[config.mk]
export PLATFORM = sky130hd
export DESIGN_NAME = prog_counter
export DESIGN_NICKNAME = d
export VERILOG_FILES = /design/src/rtl/prog_counter_pkg.sv /design/src/rtl/prog_counter_next.sv /design/src/rtl/prog_counter.sv
export SDC_FILE = /design/constraint.sdc
export NUM_CORES = 1
export LEC_CHECK = 0
export ABC_AREA = 1
export CAP_MARGIN = 20
export CORE_ASPECT_RATIO = 0.9
export CORE_UTILIZATION = 50
export CTS_CLUSTER_SIZE = 14
export DETAILED_ROUTE_END_ITERATION = 10
export PLACE_DENSITY = 0.79
export SKIP_LAST_GASP = 1
export SLEW_MARGIN = 40
export SYNTH_ARGS = -nofsm -noshare
export SYNTH_HDL_FRONTEND = slang
export SYNTH_SLANG_ARGS = --single-unit
export TNS_END_PERCENT = 20
[constraint.sdc]
create_clock -name clk -period 2.2 [get_ports clk]
set_input_delay 0.66 -clock clk [delete_from_list [all_inputs] [get_ports clk]]
set_output_delay 0.66 -clock clk [all_outputs]
set_load 0.05 [all_outputs]
[src/rtl/prog_counter_pkg.sv]
// Shared types for the programmable up/down counter: step classification and boundary mode.
package prog_counter_pkg;

    typedef enum logic [2:0] {
        STEP_HOLD,
        STEP_INC,
        STEP_DEC,
        STEP_WRAP,
        STEP_SAT,
        STEP_CLAMP
    } step_e;

    typedef enum logic {
        MODE_WRAP = 1'b0,
        MODE_SAT  = 1'b1
    } mode_e;

endpackage

[src/rtl/prog_counter_next.sv]
// Combinational next-count logic for one enabled step; boundaries are tested before
// any +1/-1 so the arithmetic never wraps on its own.
module prog_counter_next
    import prog_counter_pkg::*;
#(
    parameter int WIDTH = 16
) (
    input  logic [WIDTH-1:0] cnt,
    input  logic [WIDTH-1:0] limit,
    input  logic             dir,
    input  logic             sat_mode,
    output logic [WIDTH-1:0] nxt,
    output step_e            step,
    output logic             tc_set,
    output logic             ovf_set
);

    mode_e mode;
    assign mode = mode_e'(sat_mode);

    always_comb begin
        nxt     = cnt;
        step    = STEP_HOLD;
        tc_set  = 1'b0;
        ovf_set = 1'b0;
        if (dir) begin
            if (cnt < limit) begin
                nxt  = cnt + WIDTH'(1);
                step = STEP_INC;
            end else if (mode == MODE_SAT) begin
                nxt    = limit;
                step   = STEP_SAT;
                tc_set = 1'b1;
            end else begin
                nxt     = '0;
                step    = STEP_WRAP;
                tc_set  = 1'b1;
                ovf_set = 1'b1;
            end
        end else begin
            // Count above a freshly lowered limit is pulled back, not a boundary hit.
            if (cnt > limit) begin
                nxt  = limit;
                step = STEP_CLAMP;
            end else if (cnt != '0) begin
                nxt  = cnt - WIDTH'(1);
                step = STEP_DEC;
            end else if (mode == MODE_SAT) begin
                nxt    = '0;
                step   = STEP_SAT;
                tc_set = 1'b1;
            end else begin
                nxt     = limit;
                step    = STEP_WRAP;
                tc_set  = 1'b1;
                ovf_set = 1'b1;
            end
        end
    end

endmodule

[src/rtl/prog_counter.sv]
// Programmable up/down counter: clear > load > step > hold priority mux around the
// count, terminal-count pulse and sticky overflow flops.
module prog_counter
    import prog_counter_pkg::*;
#(
    parameter int          WIDTH     = 16,
    parameter logic [WIDTH-1:0] RESET_VAL = '0
) (
    input  logic             clk,
    input  logic             reset,
    input  logic             enable,
    input  logic             clear,
    input  logic             load,
    input  logic [WIDTH-1:0] load_val,
    input  logic             dir,
    input  logic             sat_mode,
    input  logic [WIDTH-1:0] limit,
    output logic [WIDTH-1:0] dat_out,
    output logic             tc,
    output logic             ovf
);

    logic [WIDTH-1:0] nxt;
    logic [WIDTH-1:0] load_clamped;
    step_e            step;
    logic             tc_set;
    logic             ovf_set;

    prog_counter_next #(.WIDTH(WIDTH)) u_next (
        .cnt      (dat_out),
        .limit    (limit),
        .dir      (dir),
        .sat_mode (sat_mode),
        .nxt      (nxt),
        .step     (step),
        .tc_set   (tc_set),
        .ovf_set  (ovf_set)
    );

    assign load_clamped = (load_val > limit) ? limit : load_val;

    always_comb begin
        assert (tc_set == (step == STEP_WRAP || step == STEP_SAT));
    end

    always_ff @(posedge clk or posedge reset) begin
        if (reset) begin
            dat_out <= RESET_VAL;
            tc      <= 1'b0;
            ovf     <= 1'b0;
        end else if (clear) begin
            dat_out <= '0;
            tc      <= 1'b0;
            ovf     <= 1'b0;
        end else if (load) begin
            dat_out <= load_clamped;
            tc      <= 1'b0;
            ovf     <= 1'b0;
        end else if (enable) begin
            dat_out <= nxt;
            tc      <= tc_set;
            ovf     <= ovf | ovf_set;
        end else begin
            tc      <= 1'b0;
        end
    end

endmodule

**After elaboration in Yosys (flattened, before gate mapping)**

Cells that the tools add are included.

- Add/subtract/negate cells: 2
- $lt $le $gt $ge: 3
- Muxes and demuxes: 25
- Bitwise operators: 1
- Reduce and logical (&&, ||, !) cells: 2

Operators with widths:

| kind | number |
|---|---|
| 16-bit 2-to-1 mux | 10 |
| 16-bit > comparator | 2 |
| 16-bit by 1-bit adder with 16-bit output (second input constant) | 1 |
| 16-bit less-than comparator | 1 |
| 16-bit nonzero test | 1 |
| 16-bit by 1-bit subtractor with 16-bit output (second input constant) | 1 |
| 1-bit 2-to-1 mux | 15 |
| 3-bit nonzero test | 1 |
| 1-bit OR | 1 |

- Flip-flop bits (word level): 18
- Word-level logic and storage cells: 36

**Depth between registers and ports, before layout**

Gate-level depths: netlist of the first run.

- Depth after elaboration: 8
- Mapped depth: 19
- Mapped depth without buffers: 18

**Hierarchy**

From an unflattened synthesis of the first run, not the netlist that was laid out.

- Cell total of the unflattened synthesis: 699
- Area, all modules: 3,812.4 um^2

Modules (own cells, without submodules):

| module | times used | cells an instance | area each (um^2) | sequential area each (um^2) |
|---|---|---|---|---|
| prog_counter_next | 1 | 448 | 2,235.9 | 0.0 |
| prog_counter | 1 | 251 | 1,576.5 | 450.4 |

**Worst setup path after synthesis of the first run**

Ideal clock, no wire load.

- Path kind: register to register
- From: reg dat_out[0]
- To: reg dat_out[4]
- Setup time: 0.119 ns
- Arrival: 2.087 ns
- Path slack: -0.006 ns
- Cell stages (with the launch flop): 20
- Path buffers: 1
- Cells stage by stage: dfrtp_1 > inv_1 > ha_1 > inv_1 > nand2_1 > nand2_1 > nand2_1 > nand2_1 > nand2_1 > nand2_1 > nand2_1 > nand2_2 > nand2_4 > buf_6 > nand2_1 > nand3_1 > nand2_1 > nand2_1 > nand2_1 > nand2_1

- Cells in the longest elaborated chain, start to end: 7
- Elaborated cells on any way between the ends: 12

Ends and longest elaborated chain:

| what | RTL line | text |
|---|---|---|
| from (decl) | prog_counter.sv:18 | `output logic [WIDTH-1:0] dat_out,` |
| from (signal assigned) | prog_counter.sv:56 | `dat_out <= load_clamped;` |
| from (signal assigned) | prog_counter.sv:60 | `dat_out <= nxt;` |
| 16-bit by 1-bit subtractor with 16-bit output / 16-bit nonzero test (equally long branches) | prog_counter_next.sv:46, prog_counter_next.sv:45 |  |
| 16-bit 2-to-1 mux | prog_counter_next.sv:45 | `end else if (cnt != '0) begin` |
| 16-bit 2-to-1 mux | prog_counter_next.sv:42 | `if (cnt > limit) begin` |
| 16-bit 2-to-1 mux (*) | prog_counter_next.sv:26 | `if (dir) begin` |
| 16-bit 2-to-1 mux (*) | prog_counter.sv:59 | `end else if (enable) begin` |
| 16-bit 2-to-1 mux (*) | prog_counter.sv:55 | `end else if (load) begin` |
| 16-bit 2-to-1 mux (*) | prog_counter.sv:51 | `end else if (clear) begin` |

Every way passes the cells marked *; elsewhere a longest branch is shown, timed or not. The select of a mux whose other input is x is not followed.
A chain may end at the register's enable or synchronous reset.

**Worst setup path after layout of the first run**

- From: in limit[13]
- To: reg dat_out[15]

- Cells in the longest elaborated chain, start to end: 6
- Elaborated cells on any way between the ends: 10

Ends and longest elaborated chain:

| what | RTL line | text |
|---|---|---|
| from (decl) | prog_counter.sv:17 | `input logic [WIDTH-1:0] limit,` |
| 16-bit > comparator / 16-bit less-than comparator (equally long branches) | prog_counter_next.sv:42, prog_counter_next.sv:27 |  |
| 16-bit 2-to-1 mux (on tied branches) | prog_counter_next.sv:42, prog_counter_next.sv:27 |  |
| 16-bit 2-to-1 mux | prog_counter_next.sv:26 |  |
| 16-bit 2-to-1 mux | prog_counter.sv:59 |  |
| 16-bit 2-to-1 mux (*) | prog_counter.sv:55 |  |
| 16-bit 2-to-1 mux (*) | prog_counter.sv:51 |  |

Marked as above.

==> results of run 1 <==
[state kept, by name (all words and copies together), names as in the netlist]
register,count
ovf,1
tc,1
dat_out,16
[worst min-delay path by stage]
stage | cells past startpoint | slack, ns | start | end
2_1_floorplan | 1 | 0.60 | reset | dat_out[10]
3_3_place_gp | 2 | 0.47 | ovf | ovf
3_5_place_dp | 2 | 0.47 | ovf | ovf
4_1_cts | 2 | 0.49 | ovf | ovf
5_1_grt | 2 | 0.50 | ovf | ovf
6_report | 2 | 0.49 | ovf | ovf
[power by group]
part           switching, mW  internal, mW  leakage, nW
Combinational           1.33         0.881         2.74
Sequential            0.0452         0.368        0.233
Clock                  0.154         0.161       0.0288
[cells in the mapped netlist]
master / n / area [um^2]
o21ai_1: 8 / 40.0
o21ai_0: 16 / 80.1
ha_1: 35 / 438
nor3_1: 2 / 10.0
or2_2: 1 / 6.26
nor4_4: 1 / 21.3
a21boi_0: 2 / 15.0
nand4_1: 3 / 18.8
nand2_4: 1 / 11.3
buf_4: 5 / 37.5
clkbuf_1: 4 / 15.0
nor2_1: 75 / 282
a21oi_2: 1 / 8.76
a21boi_1: 13 / 97.6
nand3_1: 107 / 536
buf_6: 9 / 101
inv_1: 59 / 221
nand2_1: 216 / 811
nor2_2: 11 / 68.8
nor3_2: 1 / 10.0
xnor2_1: 3 / 26.3
inv_2: 1 / 3.75
a21oi_1: 19 / 95.1
nand2_2: 9 / 56.3
clkinv_2: 1 / 5.00
o21a_1: 1 / 7.51
nor2_4: 4 / 45.0
a21o_1: 1 / 7.51
xor2_1: 10 / 87.6
nand3_2: 5 / 50.1
clkinv_1: 1 / 3.75
dfrtp_1: 18 / 450
nand3b_1: 3 / 22.5
buf_1: 1 / 3.75
clkbuf_2: 1 / 5.00
buf_2: 14 / 70.1
[metal layers]
layer  vias to the layer above  GRT usage, %
met2                       689          73.0
li1                       2428             -
met4                         0          30.1
met5                         -             0
met3                       272          11.1
met1                      2585          54.5
[final cells by class]
type	count	area, um^2	share of cell area [%]
Antenna cell	1	2.50	0.0416
Clock buffer	4	55.1	0.914
Inverter	62	251	4.18
Multi-Input combinational cell	549	3470	57.6
Sequential cell	18	452	7.50
Tap cell	93	116	1.93
Timing Repair Buffer	172	1680	27.9
[cell families after synthesis]
kind of cell | Yosys count | synth area share [%]
compound gates | 61 | 9.33
buf+inv | 96 | 12.4
xor+xnor | 13 | 3.02
simple gates | 439 | 51.7
fa+ha+maj | 35 | 11.6
flops | 18 | 12.0
[timing repair]
item,in CTS,in global routing
buffers inserted,22,4
resized for setup,199,50
cloned,7,4
hold endpoints to repair,0,0
hold buffers,0,0
setup endpoints to repair,18,18
pin swaps,56,38
[critical path, delay by kind of cell]
kind / cells / cell delay, ns
buffers and inverters: 4 / 0.46
AND/OR/NAND/NOR: 8 / 1.13
AO/OA/AOI/OAI: 1 / 0.22
adder cells (fa/ha/maj): 1 / 0.30
==> impl_results.md, run 1 <==
- Count of H-tree levels built during CTS: 1
- Path depth of the worst reg2reg path: 13
- Cell type with the highest occurrence count on the critical path: nand2_1
- Top-level I/O count: 57
- First-pass iteration count of the detailed router: 10
- Required @ worst endpoint: 2.37 ns
- Critical-path maximum fanout: 6
- Status: complete, but fails checks
- PwrDens: 489 mW/mm^2
- Number of DRC markers after the initial detailed-route iteration: 1224
- Sinks on Clock Net: 18
- Layout cells sized above 1: 35.8%
- Clock transition at the registers of the reported paths: 0.08 ns
- Clock tree root buffer cell: clkbuf_8
- Maximum vdd drop: 0.000283 V
- Start-to-end type of the worst setup path: in2reg
- Post-Route Skew: 0.00830 ns
- Met2 wire len: 8780 um
- Horiz. Die Dim: 93.5 um
- Post-route cell area: 0.00602 mm^2
- Worst R2R Start: dat_out[5]
- Overall overflow remaining after global route: 0
- Routed Antenna Nets: 0
- Signed area change from the synthesized netlist to the final layout: 59.8%
- Worst Hold Margin: 0.493 ns
- Number of cells in the finished layout apart from fillers: 899
- Total clock buffers created by CTS: 3
- Initial cell density of the core: 52.5%
- Number of vias per cell after detailed routing: 6.65
- Post-synthesis instance area: 0.00377 mm^2
- Post-layout min period: 2.63 ns
- Crit. End Element: register
- Core Util, Final: 83.8%
- Count of distinct cell types in the synthesized netlist: 36
- Routability-driven placement congestion ratio: 0.963
- Detailed-route wire length: 20700 um
- Peak clock frequency supported by timing: 0.381 GHz
- Worst-case setup margin in the final layout: -0.427 ns
- Total Routing Usage GR: 45.8%
- Flops & latches, synth: 18
- Die outline area: 0.00789 mm^2
- Via count of the routed design: 5974
- Largest net degree at the start of global routing: 31
- Share of synthesized area occupied by flip-flops and latches: 12.0%
- TritonCTS clock tree: done
- Final hold viol count: 0
- Leak pwr: 3.00 nW
- Arrival time of the worst setup path: 2.80 ns
- DRC violations left: 0
- Placement row count: 29
- Cells after synthesis: 662
- Average wire per standard cell: 23.1 um
- Final setup violation count: 18
- Syn nets: 736
- Reg2reg end: dat_out[15]
- Final net count: 880
- Setup crit start: limit[13]
- Most frequent standard cell in the layout excluding fill and tap cells: nand2_1
- Slack of the worst reg-to-reg path: -0.41 ns
- Y dimension of the die: 84.4 um
- Fin. max-slew vios: 0
- Total cell area at the placement stage: 0.00492 mm^2
- Initial antenna violation count: 1
- Violations in the final reports: negative setup slack
- Worst Setup Start Kind: primary input
- Post-synthesis area per instance: 5.69 um^2
- Via count of the first global-routing pass: 5343
- Uppermost metal layer occupied by signal nets: met4
- Worst Max-Slew Pin Slew: 0.577 ns
- Worst-skew pair later-pin latency: 0.28 ns
- Final critical-path share of the clock period: 119%
- Global-route wire length before repair: 27500 um
- Hold Crit Class: reg2reg
- Final-layout fill cell count: 410
- Cell-by-cell listing of the critical path: buf_2 > inv_4 > ha_4 > nand4_1 > nor2_2 > nand2_4 > buf_6 > buf_8 > nand3_2 > nand2_1 > a21oi_1 > nand2_1 > nand2_1 > nand2_1
- Maximum capacitance violations: 0
- Count of warnings emitted by yosys: 0
- DP Worst Slack: -0.823 ns
- Max stage delay cell, worst path: ha_4
- Unrepaired setup endpoints after global routing: yes
- Placed insts: 858
- Most frequent cells in the layout: nand2_1, buf_4, nand3_1
- Number of buffers between clock root and the deepest sink: 2
- Destination of the critical timing path: dat_out[15]
- Area of the core: 0.00718 mm^2
- Slew headroom: 61.5%
- Power Total: 2.94 mW
- Slowest Stage Delay on Critical Path: 0.30 ns
- Met3 wire length: 2980 um
- Count of buffers from port buffering: 56
- Setup tns final: -3.34 ns
- HPWL after detailed placement: 10900 um
- Total routed wire length on the met1 layer: 6640 um
Note: power is estimated with default switching activity, not from simulation.
==> run 2, diff against run 1 <==
Settings changed: CAP_MARGIN 20 to not set.
==> results of run 2 <==
The final DEF is identical to that of run 1; final timing and power are the same.
